<file path="config.mk">
export PLATFORM = sky130hd
export DESIGN_NAME = fakeram_1rw_mask
export DESIGN_NICKNAME = d
export VERILOG_FILES = /design/src/rtl/fakeram_1rw_mask.sv
export SDC_FILE = /design/constraint.sdc
export NUM_CORES = 2
export LEC_CHECK = 0
export BUFFER_PORTS_ARGS = -buffer_cell sky130_fd_sc_hd__buf_2
export CORE_ASPECT_RATIO = 0.6
export CORE_MARGIN = 2
export CORE_UTILIZATION = 50
export CTS_CLUSTER_SIZE = 10
export DETAILED_ROUTE_END_ITERATION = 10
export PLACE_DENSITY = 0.68
export SLEW_MARGIN = 20
export SYNTH_ARGS = -nofsm -noshare
export SYNTH_HDL_FRONTEND = slang
export SYNTH_SLANG_ARGS = --single-unit
</file>
<file path="constraint.sdc">
create_clock -name clk -period 5.5 [get_ports clk]
set_input_delay 0.55 -clock clk [delete_from_list [all_inputs] [get_ports clk]]
set_output_delay 0.55 -clock clk [all_outputs]
set_load 0.01 [all_outputs]
</file>
<file path="src/rtl/fakeram_1rw_mask.sv">
// Generic single-port SRAM model: bit-masked writes, RD_LATENCY-deep read pipe, post-reset zero fill.
// Optional FAKERAM_X_CORRUPT_EN: X/Z on we_in/addr_in during an access poisons the whole array (sim only).
module fakeram_1rw_mask #(
   parameter int BITS       = 32,
   parameter int WORD_DEPTH = 64,
   parameter int ADDR_WIDTH = 6,
   parameter int RD_LATENCY = 1
) (
   input  logic                  clk,
   input  logic                  rst_n,
   input  logic                  ce_in,
   input  logic                  we_in,
   input  logic [ADDR_WIDTH-1:0] addr_in,
   input  logic [BITS-1:0]       wd_in,
   input  logic [BITS-1:0]       w_mask_in,
   output logic [BITS-1:0]       rd_out,
   output logic                  rd_valid,
   output logic                  init_busy
);
   typedef enum logic {ST_INIT, ST_READY} state_t;

   localparam logic [ADDR_WIDTH:0]   DEPTH_W   = (ADDR_WIDTH+1)'(WORD_DEPTH);
   localparam logic [ADDR_WIDTH-1:0] LAST_ADDR = ADDR_WIDTH'(WORD_DEPTH - 1);

   state_t                state_q, state_d;
   logic [ADDR_WIDTH-1:0] init_cnt_q, init_cnt_d;
   logic [BITS-1:0]       mem [WORD_DEPTH];

   logic                  accept;
   logic                  in_range;
   logic                  x_hit;
   logic                  mem_we;
   logic [ADDR_WIDTH-1:0] mem_waddr;
   logic [BITS-1:0]       mem_word;
   logic [BITS-1:0]       mem_wdata;
   logic [BITS-1:0]       rd_word;

   logic                  vld_q [RD_LATENCY];
   logic                  vld_d [RD_LATENCY];
   logic [BITS-1:0]       dat_q [RD_LATENCY];
   logic [BITS-1:0]       dat_d [RD_LATENCY];

   assign accept   = (state_q == ST_READY) && ce_in;
   assign in_range = {1'b0, addr_in} < DEPTH_W;
   assign mem_word = mem[addr_in];

`ifdef FAKERAM_X_CORRUPT_EN
   assign x_hit = accept && ($isunknown(we_in) || $isunknown(addr_in));
`else
   assign x_hit = 1'b0;
`endif

   // Out-of-range reads complete normally but return zero.
   always_comb begin
      rd_word = in_range ? mem_word : '0;
`ifdef FAKERAM_X_CORRUPT_EN
      if (x_hit) rd_word = 'x;
`endif
   end

   always_comb begin
      state_d    = state_q;
      init_cnt_d = init_cnt_q;
      mem_we     = 1'b0;
      mem_waddr  = addr_in;
      mem_wdata  = (mem_word & ~w_mask_in) | (wd_in & w_mask_in);
      case (state_q)
         ST_INIT: begin
            mem_we     = 1'b1;
            mem_waddr  = init_cnt_q;
            mem_wdata  = '0;
            init_cnt_d = init_cnt_q + 1'b1;
            if (init_cnt_q == LAST_ADDR) begin
               state_d    = ST_READY;
               init_cnt_d = '0;
            end
         end
         ST_READY: begin
            mem_we = ce_in && we_in && in_range && !x_hit;
         end
         default: state_d = ST_INIT;
      endcase
   end

   always_ff @(posedge clk or negedge rst_n) begin
      if (!rst_n) begin
         state_q    <= ST_INIT;
         init_cnt_q <= '0;
      end else begin
         state_q    <= state_d;
         init_cnt_q <= init_cnt_d;
      end
   end

   // Array has no reset; the INIT sweep clears it instead.
   always_ff @(posedge clk) begin
`ifdef FAKERAM_X_CORRUPT_EN
      if (x_hit) begin
         $display("WARNING: %m: X/Z on we_in=%b addr_in=%b, memory corrupted", we_in, addr_in);
         for (int i = 0; i < WORD_DEPTH; i++) mem[i] <= 'x;
      end else
`endif
      if (mem_we) mem[mem_waddr] <= mem_wdata;
   end

   // Stage 0 captures the read-first word; the last stage only loads on a valid so rd_out holds.
   always_comb begin
      vld_d[0] = accept;
      dat_d[0] = accept ? rd_word : '0;
      for (int i = 1; i < RD_LATENCY; i++) begin
         vld_d[i] = vld_q[i-1];
         dat_d[i] = dat_q[i-1];
      end
      if (!vld_d[RD_LATENCY-1]) dat_d[RD_LATENCY-1] = dat_q[RD_LATENCY-1];
   end

   always_ff @(posedge clk or negedge rst_n) begin
      if (!rst_n) begin
         for (int i = 0; i < RD_LATENCY; i++) begin
            vld_q[i] <= 1'b0;
            dat_q[i] <= '0;
         end
      end else begin
         for (int i = 0; i < RD_LATENCY; i++) begin
            vld_q[i] <= vld_d[i];
            dat_q[i] <= dat_d[i];
         end
      end
   end

   assign rd_valid  = vld_q[RD_LATENCY-1];
   assign rd_out    = dat_q[RD_LATENCY-1];
   assign init_busy = (state_q == ST_INIT);

endmodule

</file>
# Word level (Yosys, flattened, before mapping)
# Memories as Yosys holds them, arrays and structs flattened.
# Index checks and enable logic that the tools add are counted.
[word_totals]
mem_bits_rw = 2048
in_bits = 74
mem_count = 1
regBits = 40
[op_classes]
muxes = 8
addsub = 1
n_eq_ne = 1
n_reduce_logical = 2
bitwise = 5
[memory_table]
columns = ["name", "depth", "word_bits", "read_ports", "rd_clocked_by_memory_dff", "write_ports", "line_no", "text"]
rows = [
  ["mem", 64, 32, 1, 0, 1, "27", "logic [BITS-1:0] mem [WORD_DEPTH];"],
]
[op_table]
columns = ["operator", "n"]
rows = [
  ["$and 32x32->32", 2],
  ["$mux 32", 1],
  ["$not 32->32", 1],
  ["$or 32x32->32", 1],
  ["$mux 6", 2],
  ["$add 6x1->6 const B", 1],
  ["$eq 6x6->1 const B", 1],
  ["$mux 1", 4],
  ["$logic_and 1x1->1", 2],
  ["$pmux 1 s2", 1],
  ["$not 1->1", 1],
]

# Longest topological paths before layout
[logic_depth]
depth_word = 4
mapped_depth = 11
ltp_nobuf = 6

# Least setup slack after synthesis
# No wires, ideal clock.
[synth_timing]
path_type = "input -> register"
start = "input port addr_in[0]"
end = "memory mem[0][30], data pin"
required_ns = 4.594
arrival_ns = 5.373
path_buffers = 4
slack_ns = -0.779
stages = 9
path_cell_list = "buf_6 > buf_12 > buf_6 > buf_8 > nand2_2 > o22ai_1 > o31ai_1 > nor4_2 > o41ai_1"
[synth_between]
elab_chain_len = 4
[synth_rtl]
columns = ["element", "line_no", "text"]
rows = [
  ["start, declared", "13", "input logic [ADDR_WIDTH-1:0] addr_in,"],
  ["$mem_v2 64x32", "-", ""],
  ["$and 32x32->32", "66", "mem_wdata = (mem_word & ~w_mask_in) | (wd_in & w_mask_in);"],
  ["$or 32x32->32", "66", ""],
  ["$mux 32", "67", "case (state_q)"],
  ["named net mem_wdata[30]", "35", "logic [BITS-1:0] mem_wdata;"],
  ["end, declared", "27", ""],
]
# The timed path passes the listed nets, and every way through them passes these cells.

# Worst setup path after layout
[layout_timing]
start = "register state_q"
end = "memory mem[13][2] (enable)"
[layout_between]
elab_chain_len = 4
[layout_rtl]
columns = ["element", "line_no", "text"]
rows = [
  ["start, declared", "25", "state_t state_q, state_d;"],
  ["start signal, assigned", "90", "state_q <= state_d;"],
  ["$not 1->1", "-", ""],
  ["$pmux 1 s2", "67", ""],
  ["$mux 1", "103", "if (mem_we) mem[mem_waddr] <= mem_wdata;"],
  ["$mux 1 (implied by the code)", "103", ""],
]
# Parallel ways exist; a longest one is shown, timed or not.

==> results.txt <==
----------------------------------------------------
[Run status]
  Status ... complete, no violations

[Global routing]
  Aggregate global routing overflow ... 0
  GRT Total Usage ... 0.273
  Pin count of the biggest net entering global routing ... 99
  Initial antenna violation count ... 7
  Via count of the first global-routing pass ... 42,700
  Wire length of the first global-routing pass ... 323,000 um

[Hold path]
  Path type of the worst min-delay path ... primary input to flop

[Timing]
  Highest clock frequency the design can meet ... 0.227 GHz
  Final hold violations ... 0
  Post-route worst hold slack ... 0.212 ns
  Unrepaired setup endpoints after global routing ... no
  Number of max-slew violations in the final report ... 0
  Transition time at the pin with the least slew margin ... 1.21 ns
  Max transition margin ... 0.185
  Final setup violating endpoints ... 0
  Largest clock skew in the final design ... 0.0430 ns
  Fin crit share ... 0.799
  Accumulated negative setup slack ... 0 ns
  Shortest period the worst path allows ... 4.40 ns

[Clock tree]
  CTS Sinks ... 2,088
  Gates resized, CTS repair ... 0
  TritonCTS clock tree ... built
  Maximum level of the CTS H-tree ... 4
  Clock latency on the worst-skew pair ... 0.85 ns
  Root Driver ... sky130_fd_sc_hd__clkbuf_16
  Number of CTS-inserted buffers ... 235
  Clock-pin slew of the registers on the worst-case setup and hold paths ... 0.07 ns
  Number of setup buffers added after CTS ... 0
  Number of buffers added to fix hold violations after cts ... 1
  Max clock buf depth ... 4

[Yosys]
  Synthesized netlist cell count ... 4,566
  Number of synthesized register bits ... 2,088
  Top_reg_cell synth ... sky130_fd_sc_hd__edfxtp_1
  Sequential-to-total area share from yosys stat ... 0.767
  Avg Synthesized Cell Area ... 17.9 um^2
  Async set-reset flop share out of synthesis ... 0.0192
  Synth Cell Area ... 81,500 um^2
  Net count after synthesis ... 4,641
  Synthesis Warnings ... 0
  EDFF count, synth ... 2,048
  Number of distinct library cells after synthesis ... 57

[Critical path]
  CP peak stage delay ... 1.06 ns
  Required time at the endpoint of the critical path ... 6.00 ns
  Register-to-Register Setup Slack ... 1.10 ns
  Startpoint of the worst-slack reg-to-reg timing path ... state_q
  Crit-path leading delay family ... simple AND/OR/NAND/NOR gates
  Crit. path cell count ... 6
  Critical path class ... flop to flop
  Critical Path Most Common Cell ... sky130_fd_sc_hd__nand2_1
  Critical path buffers and inverters ... 2
  Worst path slowest cell ... sky130_fd_sc_hd__nor2_4
  Type of element launching the critical path ... flop
  Biggest fanout along the worst timing path ... 42
  Worst setup path startpoint ... state_q
  Critical path endpoint ... mem[13][2]
  Count of cells along the worst register-to-register path ... 6
  CP arrival ... 4.90 ns
  Endpoint type of the worst setup path ... flop
  Endpoint of the worst register-to-register path ... mem[13][2]
  List of cells traversed by the critical path ... inv_4, nand2_1, o21ai_0, nand2_1, nor2_4, buf_4

[Finish]
  Nets@finish ... 4,909
  Layout-stage area growth over the synthesis result ... 13.5%
  Number of antenna diodes ... 0
  Fraction of final layout cells sized beyond drive strength 1 ... 0.152
  Final Core Density ... 0.573

[Floorplanning]
  Die Ht ... 317 um
  Total die area ... 166,000 um^2
  Initial core utilization ... 0.505
  Die span in x ... 525 um
  Core box area ... 161,000 um^2
  Placement row count ... 114
  Io pins ... 108

[Routing]
  Number of optimization iterations in the first detailed-route pass ... 6
  Drt first-iter violations ... 7,317
  Mean routed wirelength per cell ... 32.7 um
  Vias after detailed routing ... 45,800
  DRC violation count after routing ... 0
  Average via count per standard cell ... 6.48
  Residual antenna-violating net count after detailed routing ... 0
  Total wirelength of the detailed-routed design ... 231,000 um

[Place]
  Count of input and output buffers ... 107
  Sum of net half-perimeters after detailed placement ... 135,000 um
  Final weighted congestion of routability-driven global placement ... 0.936

[Power and ir drop]
  Worst ir drop on vdd ... 0.000284 V
  Standby leakage power ... 29.2 nW
  Power per cell area ... 344 nW/um^2

[Job]
  Maximum capacitance violations ... 0

----------------------------------------------------
==> synthesized netlist by cell type (all sizes together), types with 2 or more instances <==
cell / n / share of area
a211oi: 10 / 0.00092
nand2b: 7 / 0.00054
nand2: 182 / 0.0084
o21ai: 96 / 0.0059
dfrtp: 40 / 0.012
clkbuf: 82 / 0.0038
o41ai: 6 / 0.00083
nor3: 29 / 0.0018
a22oi: 167 / 0.015
nand4: 80 / 0.0061
mux2: 34 / 0.0047
a22o: 7 / 0.00075
o221ai: 2 / 0.00021
nor4: 32 / 0.0025
a31oi: 4 / 0.00031
mux4: 59 / 0.017
or2: 2 / 0.00015
nand3: 119 / 0.0073
nand4bb: 3 / 0.00041
a21o: 2 / 0.00018
nor2b: 22 / 0.0017
or3: 2 / 0.00015
nor2: 175 / 0.0081
inv: 3 / 0.00014
xnor2: 2 / 0.00021
edfxtp: 2048 / 0.75
o22ai: 179 / 0.014
buf: 185 / 0.015
and2: 5 / 0.00038
nand4b: 3 / 0.00069
a211o: 5 / 0.00054
mux2i: 884 / 0.11
a21oi: 40 / 0.0025
o31ai: 40 / 0.0038
==> cells by family after synthesis <==
logic type / count (synthesis) / share of synthesized area
XOR/XNOR: 2 / 0.000215
AND/OR/NAND/NOR: 665 / 0.0387
flip-flops: 2088 / 0.767
multiplexers: 977 / 0.130
buffers and inverters: 270 / 0.0188
AO/OA/AOI/OAI: 563 / 0.0456
adder cells (fa/ha/maj): 1 / 0.000153
==> per-layer routing <==
metal | track usage | share of wire | up-vias
met2 | 0.376 | 0.41 | 3052
met1 | 0.422 | 0.42 | 23600
met3 | 0.0844 | 0.14 | 369
li1 | - | - | 18800
met5 | 0 | 0.00012 | -
met4 | 0.0719 | 0.027 | 4
==> sequential cells by signal, indices dropped and copies added (netlist names) <==
register    count
mem          2048
rd_out         32
init_cnt_q      6
rd_valid        1
state_q         1
==> cell usage in the layout (no fill, tap or decap), drive strengths merged, types with 59 or more instances in the layout <==
cell	n
a22oi	167
buf	297
clkbuf	320
edfxtp	2048
mux2i	884
mux4	59
nand2	182
nand3	119
nand4	80
nor2	175
o21ai	96
o22ai	179
==> per-stage QoR <==
stage	power [mW]	instance area [um^2]	setup slack [ns]	cells
5_1_grt	32.6	92600	0.979	7068
2_1_floorplan	18.2	81500	0.300	4566
3_3_place_gp	18.6	86200	0.975	6738
4_1_cts	31.9	92500	1.14	7066
6_report	31.8	92600	1.10	7068
3_5_place_dp	18.6	86200	1.04	6740
==> cell type report <==
class / instances / area, um^2
Sequential cell: 2088 / 62500
Fill cell: 12000 / 68900
Tap cell: 2146 / 2690
Multi-Input combinational cell: 2208 / 18500
Inverter: 3 / 13.8
Timing Repair Buffer: 298 / 2560
Clock buffer: 320 / 6240
Clock inverter: 5 / 53.8
==> report_power, final <==
group	total [mW]	switching [mW]	internal, mW
Combinational	1.08	0.750	0.334
Sequential	17.2	0	17.2
Clock	13.5	5.80	7.73
==> worst min path at each step <==
stage | to | depth (start not counted) | startpoint
6_report | mem[21][11] | 2 | w_mask_in[11]
5_1_grt | mem[52][11] | 2 | w_mask_in[11]
4_1_cts | rd_out[18] | 3 | addr_in[4]
3_5_place_dp | rd_out[3] | 2 | rd_out[3]
3_3_place_gp | rd_out[16] | 2 | rd_out[16]
2_1_floorplan | init_cnt_q[0] | 0 | rst_n
No activity file was read; power rests on OpenSTA's default activity.
